`src/rtl/jt12_kon_seq.sv`:
```
// jt12_kon_seq: key-on/key-off sequencer for the JT12 operator pipeline.
// Register-0x28 style writes enter a small pending queue. One entry is applied
// per frame, on the cycle where next_slot is the last slot. A persistent key
// state is kept for every slot, and the key level plus one-shot on/off edge
// pulses are streamed to the envelope generator in slot order.
// Optional feature: define JT12_KON_CSM_EN to enable the CSM forced key-on of
// channel index 2, triggered by csm_trig.
module jt12_kon_seq #(
    parameter int NCH    = 6,
    parameter int NOP    = 4,
    parameter int SW     = 5,
    parameter int QDEPTH = 4
) (
    input  logic          clk,
    input  logic          rst,
    input  logic [SW-1:0] next_slot,
    input  logic          up_keyon,
    input  logic [2:0]    keyon_ch,
    input  logic [3:0]    keyon_op,
    input  logic          csm_trig,
    output logic          key_level,
    output logic          keyon_II,
    output logic          keyoff_II,
    output logic          busy,
    output logic          full,
    output logic          ovf
);
    localparam int NS = NCH * NOP;
    localparam int AW = $clog2(QDEPTH);
    localparam int CW = AW + 1;
    localparam logic [SW-1:0] LAST_SLOT = SW'(NS - 1);

    // Queue storage: {channel index, operator mask}.
    logic [6:0]    q_mem [0:QDEPTH-1];
    logic [AW-1:0] wr_ptr_reg, rd_ptr_reg;
    logic [CW-1:0] count_reg, count_next;

    logic [NS-1:0] state_reg, state_next;
    logic [NS-1:0] pend_on_reg, pend_on_next;
    logic [NS-1:0] pend_off_reg, pend_off_next;
    logic [NS-1:0] sel, eff_old, eff_new;

    logic key_level_reg, keyon_reg, keyoff_reg, ovf_reg;

    logic       ch_valid;
    logic [2:0] ch_idx;
    logic       apply_pt, pop, push, push_rej;
    logic [2:0] head_ch;
    logic [3:0] head_mask;

    // Decode the channel code into a dense index; codes 3 and 7 are holes.
    always_comb begin
        ch_valid = 1'b0;
        ch_idx   = 3'd0;
        case (keyon_ch)
            3'd0, 3'd1, 3'd2: begin
                ch_valid = 1'b1;
                ch_idx   = keyon_ch;
            end
            3'd4, 3'd5, 3'd6: begin
                ch_valid = (NCH == 6);
                ch_idx   = keyon_ch - 3'd1;
            end
            default: begin
                ch_valid = 1'b0;
                ch_idx   = 3'd0;
            end
        endcase
    end

    assign apply_pt  = (next_slot == LAST_SLOT);
    assign pop       = apply_pt && (count_reg != '0);
    // A pop in the same cycle frees an entry, so a push while full still fits.
    assign push      = up_keyon && ch_valid && ((count_reg != CW'(QDEPTH)) || pop);
    assign push_rej  = up_keyon && !push;
    assign head_ch   = q_mem[rd_ptr_reg][6:4];
    assign head_mask = q_mem[rd_ptr_reg][3:0];

    // Occupancy tracking for simultaneous push/pop.
    always_comb begin
        count_next = count_reg;
        case ({push, pop})
            2'b10:   count_next = count_reg + CW'(1);
            2'b01:   count_next = count_reg - CW'(1);
            default: count_next = count_reg;
        endcase
    end

`ifdef JT12_KON_CSM_EN
    logic          csm_pend_reg, csm_pend_next;
    logic          force_reg, force_next;
    logic [NS-1:0] force_vec, force_next_vec;

    // The force is re-evaluated at every apply point, so it lasts exactly one frame.
    always_comb begin
        force_next    = apply_pt ? csm_pend_reg : force_reg;
        csm_pend_next = (csm_pend_reg && !apply_pt) || csm_trig;
    end
`else
    logic unused_csm;
    assign unused_csm = csm_trig;
`endif

    // Per-slot state update and slot decode; group g uses mask bit 0,2,1,3.
    genvar gi;
    generate
        for (gi = 0; gi < NS; gi++) begin : g_slot
            localparam int GRP = gi / NCH;
            localparam int CH  = gi % NCH;
            localparam int MB  = (GRP == 1) ? 2 : ((GRP == 2) ? 1 : GRP);
            assign state_next[gi] = (pop && (head_ch == 3'(CH))) ? head_mask[MB]
                                                                  : state_reg[gi];
            assign sel[gi] = (next_slot == SW'(gi));
`ifdef JT12_KON_CSM_EN
            assign force_vec[gi]      = (CH == 2) && force_reg;
            assign force_next_vec[gi] = (CH == 2) && force_next;
`endif
        end
    endgenerate

    // Edges are detected on the effective level (register state plus any force).
`ifdef JT12_KON_CSM_EN
    assign eff_old = state_reg | force_vec;
    assign eff_new = state_next | force_next_vec;
`else
    assign eff_old = state_reg;
    assign eff_new = state_next;
`endif

    // A newly applied edge wins over the clear of the slot sampled this cycle.
    assign pend_on_next  = (pend_on_reg  & ~sel) | (eff_new & ~eff_old);
    assign pend_off_next = (pend_off_reg & ~sel) | (eff_old & ~eff_new);

    // Queue storage write; contents need no reset because count gates use.
    always_ff @(posedge clk) begin
        if (push) begin
            q_mem[wr_ptr_reg] <= {ch_idx, keyon_op};
        end
    end

    // Control, key state and registered slot outputs.
    always_ff @(posedge clk) begin
        if (rst) begin
            wr_ptr_reg    <= '0;
            rd_ptr_reg    <= '0;
            count_reg     <= '0;
            state_reg     <= '0;
            pend_on_reg   <= '0;
            pend_off_reg  <= '0;
            key_level_reg <= 1'b0;
            keyon_reg     <= 1'b0;
            keyoff_reg    <= 1'b0;
            ovf_reg       <= 1'b0;
        end else begin
            if (push) wr_ptr_reg <= wr_ptr_reg + AW'(1);
            if (pop)  rd_ptr_reg <= rd_ptr_reg + AW'(1);
            count_reg     <= count_next;
            state_reg     <= state_next;
            pend_on_reg   <= pend_on_next;
            pend_off_reg  <= pend_off_next;
            key_level_reg <= |(eff_old & sel);
            keyon_reg     <= |(pend_on_reg & sel);
            keyoff_reg    <= |(pend_off_reg & sel);
            if (push_rej) ovf_reg <= 1'b1;
        end
    end

`ifdef JT12_KON_CSM_EN
    // CSM trigger latch and one-frame force register.
    always_ff @(posedge clk) begin
        if (rst) begin
            csm_pend_reg <= 1'b0;
            force_reg    <= 1'b0;
        end else begin
            csm_pend_reg <= csm_pend_next;
            force_reg    <= force_next;
        end
    end
`endif

    assign key_level = key_level_reg;
    assign keyon_II  = keyon_reg;
    assign keyoff_II = keyoff_reg;
    assign ovf       = ovf_reg;
    assign busy      = (count_reg != '0);
    assign full      = (count_reg == CW'(QDEPTH));

endmodule

```
`config.mk`:
```
export PLATFORM = sky130hd
export DESIGN_NAME = jt12_kon_seq
export DESIGN_NICKNAME = d
export VERILOG_FILES = /design/src/rtl/jt12_kon_seq.sv
export SDC_FILE = /design/constraint.sdc
export NUM_CORES = 1
export LEC_CHECK = 0
export CAP_MARGIN = 5
export CORE_MARGIN = 2
export CORE_UTILIZATION = 44
export CTS_CLUSTER_SIZE = 20
export DETAILED_ROUTE_END_ITERATION = 6
export PLACE_DENSITY = 0.57
export SYNTH_ARGS = -nofsm -noshare
export SYNTH_HDL_FRONTEND = slang
export SYNTH_SLANG_ARGS = --single-unit
export TNS_END_PERCENT = 100
```
`constraint.sdc`:
```
create_clock -name clk -period 3.7 [get_ports clk]
set_input_delay 0.37 -clock clk [delete_from_list [all_inputs] [get_ports clk]]
set_output_delay 0.37 -clock clk [all_outputs]
set_load 0.05 [all_outputs]
```
==> key figures, run 1 <==
Status
  • Run status: finished clean

GRT
  • Maximum number of pins on one net before global-route repair: 44
  • First-pass GRT wire length: 23000 um
  • Aggregate global-route resource usage: 23.8%
  • Antenna violations before repair: 0
  • Leftover overflow at the end of global routing: 0
  • Vias in the first global route: 4244

CTS
  • CTS tree: done
  • Maximum level of the CTS H-tree: 4
  • # clock sinks: 113
  • Num CTS Buffers: 17
  • Hold-fix buffers at CTS: 0
  • Clock slew seen by the registers of the worst setup and hold paths: 50 ps
  • Postcts setup bufs: 0
  • Largest buffer count on any clock path: 2
  • Worst-skew pair later-pin latency: 420 ps
  • Root buffer cell: sky130_fd_sc_hd__clkbuf_16
  • Post-cts gate resize count: 0

Synthesis
  • Netlist cell types: 57
  • Proportion of register bits with asynchronous set or reset after synthesis: 0%
  • Flip-flop cell with the highest count after synthesis: sky130_fd_sc_hd__dfxtp_1
  • Per-instance average area after synthesis: 9.56 um^2
  • Yosys synthesis warning count: 0
  • Fraction of the mapped netlist area in adder cells: 2.28%
  • Number of register bits inferred by synthesis: 113
  • Post-Synthesis Cell Area: 0.00528 mm^2
  • Syn nets: 577
  • Number of enable flip-flop cells after synthesis: 28
  • Mux share of post-synthesis cell area: 9.75%
  • Synthesized instance count: 552
  • Main combinational cell family by area after synthesis: simple AND/OR/NAND/NOR gates
  • Sequential cell area fraction in the yosys report: 48.2%
  • Fraction of the mapped netlist area in compound gates: 12.9%
  • Area share of and/or/nand/nor cells after synthesis: 22.9%
  • Xor/xnor cell area share of the yosys netlist: 0.664%

Floorplan
  • Width of the chip: 113 um
  • Initial Util: 45.6%
  • Total die area: 0.0129 mm^2
  • Top-Level Pins: 22
  • Number of rows in the core area: 39
  • Std-Cell Core Area: 0.0116 mm^2
  • Die height: 113 um

Power and ir drop
  • Proportion of power drawn by flip-flops and latches: 39.8%
  • Net load switching power: 0.000708 W
  • Share of total power in combinational logic: 6.4%
  • Worst-case vdd ir drop: 0.274 mV
  • Net switching fraction of the power: 21.8%
  • Power share of the clock group: 53.8%
  • Cell Pwr Density: 519 mW/mm^2
  • Static Leakage: 2.18 nW
  • Internal power component: 0.00254 W

Detailed routing
  • Vias post-DR: 4268
  • Routed len/inst: 19.6 um
  • Count of TritonRoute iterations in the first routing pass: 5
  • Final WL: 14300 um
  • Number of design-rule violations left by the first detailed-router iteration: 421
  • Remaining antenna violation count after routing: 0
  • DRC errors left: 0
  • Detail-routed via count per cell: 5.85

Final layout
  • Antenna diode count: 0
  • Number of flip-flops in the largest register: 28
  • Share of final-layout standard cells stronger than drive strength 1: 12.6%
  • Layout Utilization: 54.1%
  • Leading cell types in the layout, fill and taps excluded: 85 x sky130_fd_sc_hd__dfxtp_1, 76 x sky130_fd_sc_hd__nand2_1, 60 x sky130_fd_sc_hd__nor2_1
  • Reg with most FFs: q_mem
  • Final layout net count: 598
  • Most common cell after layout, fill and taps aside: sky130_fd_sc_hd__dfxtp_1
  • Area growth, synth to finish: 18.6%

Placement
  • IO Port Bufs: 20
  • Half-perimeter wire length after detailed placement: 10100 um
  • Final GP Congestion: 0.916
  • Setup slack after placement: 626 ps

STA
  • Period minus WS final: 2730 ps
  • Setup violation total in the final timing report: 0
  • Transition time at the pin with the least slew margin: 1030 ps
  • Pins Over Slew Limit: 0
  • Unrepaired setup endpoints after global routing: no
  • Maximum operating frequency: 366 MHz
  • Fin. Hold Viols: 0
  • Final critical-path setup slack: 966 ps
  • Setup TNS: 0 ps
  • Worst clock skew: 8.38 ps
  • Relative slew slack: 30.6%
  • Share of the clock period used by the worst path: 73.9%

Worst setup path
  • Critical path fanouts, max: 13
  • Worst Setup End Kind: flop
  • CP Class: flop to flop
  • Critical Path AT: 3000 ps
  • Required time worst endpoint: 3970 ps
  • Startpoint type of the worst setup path: flop

Flow run
  • Max-cap violations: 0

Hold path
  • Worst min-delay path class: flop to flop
power groups by stage:
stage                     logic (W)  registers (W)  clock network [W]
final                      0.000207        0.00129            0.00175
after detailed placement   0.000206        0.00132                  0
after global placement     0.000203        0.00132                  0
after global routing       0.000224        0.00129            0.00184
after floorplan            0.000126        0.00132                  0
after CTS                  0.000207        0.00129            0.00177
per-layer routing:
layer | global-route usage, % | share of wire (%)
met1 | 31.2 | 45
met2 | 37.6 | 47
met3 | 6.43 | 6.7
met4 | 9.43 | 1.9
met5 | 0 | 0
logic make-up after synthesis:
kind of cell | Yosys count
adders and majority gates | 9
AOI/OAI and AO/OA | 98
DFF | 113
and+or+nand+nor | 242
buffers and inverters | 43
muxes | 43
xor gates and xnor gates | 4
final timing paths:
| kind | start | endpoint | slack (ps) | cells after the start |
|---|---|---|---|---|
| worst max-delay path | flop | eff_old[6] | 970 | 5 |
| worst min-delay path | pend_on_reg[17] | pend_on_reg[17] | 450 | 2 |
| worst max register to register | flop | eff_old[6] | 970 | 5 |
| worst min register to register | pend_on_reg[17] | pend_on_reg[17] | 450 | 2 |
metrics by stage:
stage	total power, W	hold slack (ps)	instances	area, um^2
final	0.00325	452	729	6260
after global routing	0.00335	478	729	6260
after CTS	0.00327	453	729	6260
after detailed placement	0.00152	443	697	5630
after global placement	0.00152	434	697	5630
after floorplan	0.00145	414	552	5280
cells in the mapped netlist (2+ instances only):
library cell	count	area [um^2]
sky130_fd_sc_hd__a32o_1	4	40.0
sky130_fd_sc_hd__nor2b_1	9	56.3
sky130_fd_sc_hd__a2111oi_0	2	17.5
sky130_fd_sc_hd__or4_1	2	15.0
sky130_fd_sc_hd__edfxtp_1	28	841
sky130_fd_sc_hd__o21a_1	3	22.5
sky130_fd_sc_hd__nor3_1	7	35.0
sky130_fd_sc_hd__nor3b_1	4	30.0
sky130_fd_sc_hd__clkbuf_1	26	97.6
sky130_fd_sc_hd__xnor2_1	3	26.3
sky130_fd_sc_hd__nor4_1	3	18.8
sky130_fd_sc_hd__nand2b_1	7	43.8
sky130_fd_sc_hd__o31ai_1	2	15.0
sky130_fd_sc_hd__nor2_1	60	225
sky130_fd_sc_hd__a31oi_1	7	43.8
sky130_fd_sc_hd__a32oi_1	24	210
sky130_fd_sc_hd__a22oi_1	2	15.0
sky130_fd_sc_hd__nor2_8	3	60.1
sky130_fd_sc_hd__nand3b_1	3	22.5
sky130_fd_sc_hd__dfxtp_1	85	1700
sky130_fd_sc_hd__mux2_2	17	191
sky130_fd_sc_hd__mux4_2	5	113
sky130_fd_sc_hd__nand4_1	4	25.0
sky130_fd_sc_hd__or3_1	16	100
sky130_fd_sc_hd__and2_1	6	37.5
sky130_fd_sc_hd__mux2i_1	21	210
sky130_fd_sc_hd__nand2_1	76	285
sky130_fd_sc_hd__nand3_1	31	155
sky130_fd_sc_hd__o21ai_0	5	25.0
sky130_fd_sc_hd__ha_1	8	100
sky130_fd_sc_hd__a21oi_1	36	180
sky130_fd_sc_hd__buf_2	5	25.0
sky130_fd_sc_hd__and3b_1	2	17.5
sky130_fd_sc_hd__buf_4	2	15.0
sky130_fd_sc_hd__a211oi_1	2	15.0
sky130_fd_sc_hd__a22o_1	2	17.5
sky130_fd_sc_hd__inv_1	9	33.8
sky130_fd_sc_hd__and3_1	2	12.5
cell type report:
cell class | count | area (um^2)
clock buffers | 21 | 440
multi-input cells | 396 | 2560
clock inverters | 11 | 189
flip-flops and latches | 113 | 2540
repair buffers | 36 | 315
fillers | 1054 | 5310
well taps | 143 | 179
inverters | 9 | 33.8
worst max-delay path, stage by stage (launching register included):
cell	delay (ps)
sky130_fd_sc_hd__dfxtp_1	660
sky130_fd_sc_hd__mux4_2	630
sky130_fd_sc_hd__or4_1	680
sky130_fd_sc_hd__nor2_8	320
sky130_fd_sc_hd__mux2i_1	220
sky130_fd_sc_hd__nor2_1	60
No activity file was read; power rests on OpenSTA's default activity.
==> run 2, diff against run 1 <==
Clock period 3.7 ns to 2.8 ns, I/O delays scaled along.
==> run 2 against run 1 <==
  * Global-route usage increased by 0.35 points
  * Cell count increased by 2.7%
  * Design area increased by 2.0%
  * Fmax increased by 12%
  * Highest routed layer unchanged
  * First-iteration DRC count decreased by 11%
  * Largest cell class unchanged
  * Routed wire length increased by 2.1%
  * Clock power increased by 19%
  * Flip-flop and latch count unchanged
  * Hold slack got worse by 140 ps
  * Core utilization increased by 1.1 points
==> key figures, run 2 (synthesized netlist as in run 1, its figures left out) <==
Status
  • Run status: finished clean

Final layout
  • Layout Utilization: 55.2% (+1.1 points)
  • Antenna diode count: 0 (unchanged)
  • Reg with most FFs: q_mem
  • Share of final-layout standard cells stronger than drive strength 1: 15.2% (+2.6 points)
  • Number of flip-flops in the largest register: 28 (unchanged)
  • Leading cell types in the layout, fill and taps excluded: 85 x sky130_fd_sc_hd__dfxtp_1, 76 x sky130_fd_sc_hd__nand2_1, 60 x sky130_fd_sc_hd__nor2_1
  • Final layout net count: 618 (+3.3%)
  • Area growth, synth to finish: 21.0%
  • Post-layout instance count excluding filler cells: 749 (+2.7%)
  • Most common cell after layout, fill and taps aside: sky130_fd_sc_hd__dfxtp_1

GRT
  • First-pass GRT wire length: 23500 um (+2.0%)
  • Antenna violations before repair: 0 (unchanged)
  • Maximum number of pins on one net before global-route repair: 32 (-27%)
  • GR met2 Demand/Resource: 36.8% (-0.80 points)
  • Met3 track utilization from global routing: 5.63% (-0.80 points)
  • Leftover overflow at the end of global routing: 0 (unchanged)
  • Most Crowded Layer GR: met2
  • Vias in the first global route: 4336 (+2.2%)
  • Met1 track utilization from global routing: 33.1% (+1.9 points)
  • Aggregate global-route resource usage: 24.1% (+0.35 points)

Worst setup path
  • Worst Setup End Kind: flop
  • Required time worst endpoint: 3090 ps (-880 ps)
  • Length in cells of the worst reg-to-reg path: 5 (unchanged)
  • Crit Reg-Reg Endpoint: eff_old[18]
  • CP Class: flop to flop
  • Critical path fanouts, max: 8 (-5)
  • Critical Path AT: 2730 ps (-270 ps)
  • Register-to-Register Setup Slack: 360 ps (-610 ps)
  • Startpoint type of the worst setup path: flop
  • Setup crit end: eff_old[18]

STA
  • Period minus WS final: 2440 ps (-293 ps)
  • Setup TNS: 0 ps (unchanged)
  • Final critical-path setup slack: 359 ps (-607 ps)
  • Share of the clock period used by the worst path: 87.2% (+13 points)
  • Setup violation total in the final timing report: 0 (unchanged)
  • Transition time at the pin with the least slew margin: 562 ps (-472 ps)
  • Fin. Hold Viols: 0 (unchanged)
  • Pins Over Slew Limit: 0 (unchanged)
  • Worst clock skew: 9.61 ps (+1.23 ps)
  • Final worst hold slack: 310 ps (-142 ps)
  • Unrepaired setup endpoints after global routing: no
  • Maximum operating frequency: 410 MHz (+12%)
  • Relative slew slack: 61.5% (+31 points)

Placement
  • IO Port Bufs: 20 (unchanged)
  • Final GP Congestion: 0.902 (-1.5%)
  • Half-perimeter wire length after detailed placement: 10300 um (+2.3%)
  • DP Cell Count: 717 (+2.9%)
  • Setup slack after placement: 222 ps (-405 ps)

Flow run
  • Max-cap violations: 0 (unchanged)

Power and ir drop
  • Worst-case vdd ir drop: 0.423 mV (+54%)
  • Static Leakage: 2.27 nW (+4.5%)
  • Cell Pwr Density: 639 mW/mm^2 (+23%)

Detailed routing
  • Vias post-DR: 4425 (+3.7%)
  • Number of design-rule violations left by the first detailed-router iteration: 375 (-11%)
  • DRC errors left: 0 (unchanged)
  • Detail-routed via count per cell: 5.91 (+0.91%)
  • Final WL: 14600 um (+2.1%)
  • Routed len/inst: 19.5 um (-0.66%)
  • Remaining antenna violation count after routing: 0 (unchanged)
  • Count of TritonRoute iterations in the first routing pass: 5 (unchanged)

Floorplan
  • Total die area: 0.0129 mm^2 (unchanged)
  • Number of rows in the core area: 39 (unchanged)
  • Std-Cell Core Area: 0.0116 mm^2 (unchanged)
  • Initial Util: 45.6% (unchanged)
  • Top-Level Pins: 22 (unchanged)
  • Width of the chip: 113 um (unchanged)
  • Die height: 113 um (unchanged)

CTS
  • Root buffer cell: sky130_fd_sc_hd__clkbuf_16
  • Post-cts gate resize count: 0 (unchanged)
  • Postcts setup bufs: 0 (unchanged)
  • Largest buffer count on any clock path: 2 (unchanged)
  • Clock slew seen by the registers of the worst setup and hold paths: 50 ps (about the same)
  • Hold-fix buffers at CTS: 0 (unchanged)
  • # clock sinks: 113 (unchanged)
  • Num CTS Buffers: 17 (unchanged)
  • Maximum level of the CTS H-tree: 4 (unchanged)
  • Worst-skew pair later-pin latency: 420 ps (about the same)
  • CTS tree: done

Hold path
  • Worst hold path stage count: 2 (unchanged)
  • Worst min-delay path class: primary input to flop
-- run 2: cell types whose count changed in the layout (fill, tap and decap cells not counted), sizes merged --
cell      previous run  this run
buf                 17        37
bufinv               5         2
clkbuf              21        26
clkinvlp             2         0
-- run 2: final cells by class --
type | count | area, um^2
fillers | 1045 | 5180
inverters | 9 | 33.8
clock buffers | 26 | 489
well taps | 143 | 179
flip-flops and latches | 113 | 2540
multi-input cells | 396 | 2560
clock inverters | 6 | 80.1
repair buffers | 56 | 503
-- run 2: metrics by stage --
step / area, um^2 / power [W]
after floorplan: 5280 / 0.00191
after global placement: 5820 / 0.00203
after detailed placement: 5820 / 0.00204
after CTS: 6380 / 0.00411
after global routing: 6380 / 0.00421
final: 6380 / 0.00408
-- run 2: worst min-delay path by stage --
| stage | start | endpoint | slack (ps) |
|---|---|---|---|
| floorplan | keyon_op[0] | q_mem[0][0] | 380 |
| finish | rst | eff_old[18] | 310 |
| detailed placement | pend_on_reg[8] | pend_on_reg[8] | 450 |
| CTS | rst | eff_old[18] | 310 |
| global route | rst | eff_old[18] | 330 |
| global placement | ovf | ovf | 440 |
-- run 2: power by group --
part | internal (W) | switching (W) | total [W]
Combinational | 0.000104 | 0.000192 | 0.000297
Clock | 0.00137 | 0.000706 | 0.00208
Sequential | 0.00170 | 0.0000109 | 0.00171
Total | 0.00317 | 0.000909 | 0.00408
-- run 2: critical path: stages (launching register included) --
cell and delay, ps:
sky130_fd_sc_hd__dfxtp_1 440, sky130_fd_sc_hd__mux4_2 590, sky130_fd_sc_hd__or4_1 680, sky130_fd_sc_hd__nor2_8 310
sky130_fd_sc_hd__mux2i_1 230, sky130_fd_sc_hd__nor2_1 50
-- run 2: metal layers --
metal	routed length, um	share of wire, %
met5	0	0
met3	943	6.5
met1	6770	46
met2	6520	45
met4	368	2.5
==> run 3, diff against run 2 <==
Settings changed: CELL_PAD_IN_SITES_DETAIL_PLACEMENT from default to 1, CELL_PAD_IN_SITES_GLOBAL_PLACEMENT from default to 2, CORE_UTILIZATION 44 to 39, PLACE_DENSITY 0.57 to 0.75.
==> run 3 against run 2 <==
  * Core utilization is 6.9 points lower
  * Total power up 8.3%
  * Routed wire length rose by 15%
  * Critical path type is now flop to output pin
  * Largest cell class unchanged
==> key figures, run 3 (synthesized netlist as in run 1, its figures left out) <==
Worst setup path
  • Cell breakdown of the critical path: nor3_1 > inv_1 > clkdlybuf4s50_1
  • Setup crit end: busy
  • Launching instance or port of the critical path: count_reg[0]
  • CP Class: flop to output pin
  • Worst Setup End Kind: output pin
  • Required time worst endpoint: 2520 ps (-570 ps)
  • Crit Reg-Reg Endpoint: eff_old[18]
  • Maximum cell stage delay along the critical path: 740 ps (+60 ps)
  • Register-to-Register Setup Slack: 430 ps (+70 ps)
  • Length in cells of the worst reg-to-reg path: 5 (unchanged)
  • Critical path fanouts, max: 5 (-3)
  • Critical Path AT: 2110 ps (-620 ps)
  • Max stage delay cell, worst path: sky130_fd_sc_hd__clkdlybuf4s50_1
  • Startpoint type of the worst setup path: flop

Detailed routing
  • Final WL: 16700 um (+15%)
  • Detail-routed via count per cell: 5.68 (-3.8%)
  • Count of TritonRoute iterations in the first routing pass: 5 (unchanged)
  • Routed len/inst: 21.7 um (+11%)
  • DRC errors left: 0 (unchanged)
  • Vias post-DR: 4381 (-0.99%)
  • Remaining antenna violation count after routing: 0 (unchanged)
  • Number of design-rule violations left by the first detailed-router iteration: 282 (-25%)

STA
  • Setup violation total in the final timing report: 0 (unchanged)
  • Setup TNS: 0 ps (unchanged)
  • Unrepaired setup endpoints after global routing: no
  • Fin. Hold Viols: 0 (unchanged)
  • Pins Over Slew Limit: 0 (unchanged)
  • Share of the clock period used by the worst path: 85.5% (-1.6 points)
  • Relative slew slack: 47.0% (-15 points)
  • Period minus WS final: 2390 ps (-46.0 ps)
  • Transition time at the pin with the least slew margin: 793 ps (+230 ps)
  • Maximum operating frequency: 418 MHz (+1.9%)
  • Worst clock skew: 15.9 ps (+6.29 ps)

Flow run
  • Max-cap violations: 0 (unchanged)

CTS
  • Clock slew seen by the registers of the worst setup and hold paths: 50 ps (about the same)
  • Num CTS Buffers: 17 (unchanged)
  • Maximum level of the CTS H-tree: 4 (unchanged)
  • CTS tree: done
  • Worst-skew pair later-pin latency: 430 ps (about the same)
  • Largest buffer count on any clock path: 2 (unchanged)
  • Hold-fix buffers at CTS: 0 (unchanged)
  • Postcts setup bufs: 0 (unchanged)
  • Post-cts gate resize count: 0 (unchanged)
  • Root buffer cell: sky130_fd_sc_hd__clkbuf_16
  • # clock sinks: 113 (unchanged)

Final layout
  • Area of all placed cells without fillers: 0.00640 mm^2 (+0.25%)
  • Most common cell after layout, fill and taps aside: sky130_fd_sc_hd__dfxtp_1
  • Leading cell types in the layout, fill and taps excluded: 85 x sky130_fd_sc_hd__dfxtp_1, 76 x sky130_fd_sc_hd__nand2_1, 60 x sky130_fd_sc_hd__nor2_1
  • Final layout net count: 607 (-1.8%)
  • Area growth, synth to finish: 21.3%
  • Antenna diode count: 0 (unchanged)
  • Share of final-layout standard cells stronger than drive strength 1: 13.8% (-1.4 points)
  • Number of flip-flops in the largest register: 28 (unchanged)
  • Reg with most FFs: q_mem

Placement
  • Cell area after placement: 0.00575 mm^2 (-1.1%)
  • Final GP Congestion: 0.924 (+2.5%)
  • Half-perimeter wire length after detailed placement: 11900 um (+15%)
  • IO Port Bufs: 20 (unchanged)

Hold path
  • Worst min-delay path class: primary input to flop
  • Worst hold path stage count: 2 (unchanged)

Power and ir drop
  • Static Leakage: 2.24 nW (-1.3%)
  • Cell Pwr Density: 691 mW/mm^2 (+8.1%)
  • Worst-case vdd ir drop: 0.470 mV (+11%)

GRT
  • Leftover overflow at the end of global routing: 0 (unchanged)
  • Antenna violations before repair: 0 (unchanged)
  • Maximum number of pins on one net before global-route repair: 51 (+59%)
  • Vias in the first global route: 4568 (+5.4%)
  • First-pass GRT wire length: 26100 um (+11%)
  • Aggregate global-route resource usage: 24.4% (+0.30 points)

Floorplan
  • Std-Cell Core Area: 0.0132 mm^2 (+15%)
  • Top-Level Pins: 22 (unchanged)
  • Width of the chip: 120 um (+6.0%)
  • Die height: 120 um (+6.0%)
  • Number of rows in the core area: 42 (+7.7%)
  • Initial Util: 39.8% (-5.8 points)
  • Total die area: 0.0145 mm^2 (+12%)

Status
  • Run status: finished clean
==> run 3: cell count changes in the layout (fill, tap and decap cells not counted) <==
cell,previous run,this run
sky130_fd_sc_hd__buf_4,33,24
sky130_fd_sc_hd__bufinv_16,2,6
sky130_fd_sc_hd__buf_12,3,1
sky130_fd_sc_hd__clkinv_1,0,1
sky130_fd_sc_hd__clkbuf_8,3,0
sky130_fd_sc_hd__clkbuf_1,6,4
sky130_fd_sc_hd__clkinv_2,4,2
sky130_fd_sc_hd__clkinv_4,0,2
==> run 3: where the power goes <==
| part | switching [W] | internal (W) | total, W |
|---|---|---|---|
| Combinational | 0.000195 | 0.0000945 | 0.000289 |
| Sequential | 0.0000112 | 0.00170 | 0.00171 |
| Clock | 0.000764 | 0.00166 | 0.00242 |
| Total | 0.000970 | 0.00345 | 0.00442 |
==> run 3: worst min path at each step <==
| stage | start | endpoint | slack, ps |
|---|---|---|---|
| 5_1_grt | rst | pend_off_reg[13] | 320 |
| 2_1_floorplan | keyon_op[0] | q_mem[0][0] | 380 |
| 3_5_place_dp | ovf | ovf | 450 |
| 6_report | rst | eff_old[3] | 310 |
| 3_3_place_gp | ovf | ovf | 430 |
| 4_1_cts | rst | pend_off_reg[5] | 300 |
==> run 3: cell type report <==
| class | instances | area, um^2 |
|---|---|---|
| inverters | 9 | 33.8 |
| fillers | 1518 | 6840 |
| repair buffers | 45 | 395 |
| clock inverters | 11 | 211 |
| flip-flops and latches | 113 | 2540 |
| well taps | 176 | 220 |
| multi-input cells | 396 | 2560 |
| clock buffers | 21 | 440 |
==> run 3: routing by layer <==
layer	part of all wire [%]	routed length [um]	track usage [%]	up-vias
met1	42	7080	28.9	2214
li1	-	-	-	2059
met3	3.8	643	6.23	17
met4	1.7	280	8.50	0
met2	52	8730	43.0	91
met5	0	0	0	-
==> run 3: metrics by stage <==
| step | hold WS (ps) | setup slack, ps | utilization [%] | total power [W] | instances |
|---|---|---|---|---|---|
| global placement | 433 | 174 | 43.4 | 0.00202 | 739 |
| CTS | 300 | 387 | 48.3 | 0.00446 | 771 |
| detailed placement | 446 | 80.5 | 43.4 | 0.00203 | 739 |
| global route | 324 | 289 | 48.3 | 0.00455 | 771 |
| finish | 305 | 405 | 48.3 | 0.00442 | 771 |
| floorplan | 379 | 443 | - | 0.00191 | 552 |
==> run 3: worst max-delay path, delay by kind of cell (launching register included) <==
family,cells,cell delay (ps)
buf+inv,2,910
flops,1,350
simple gates,1,420
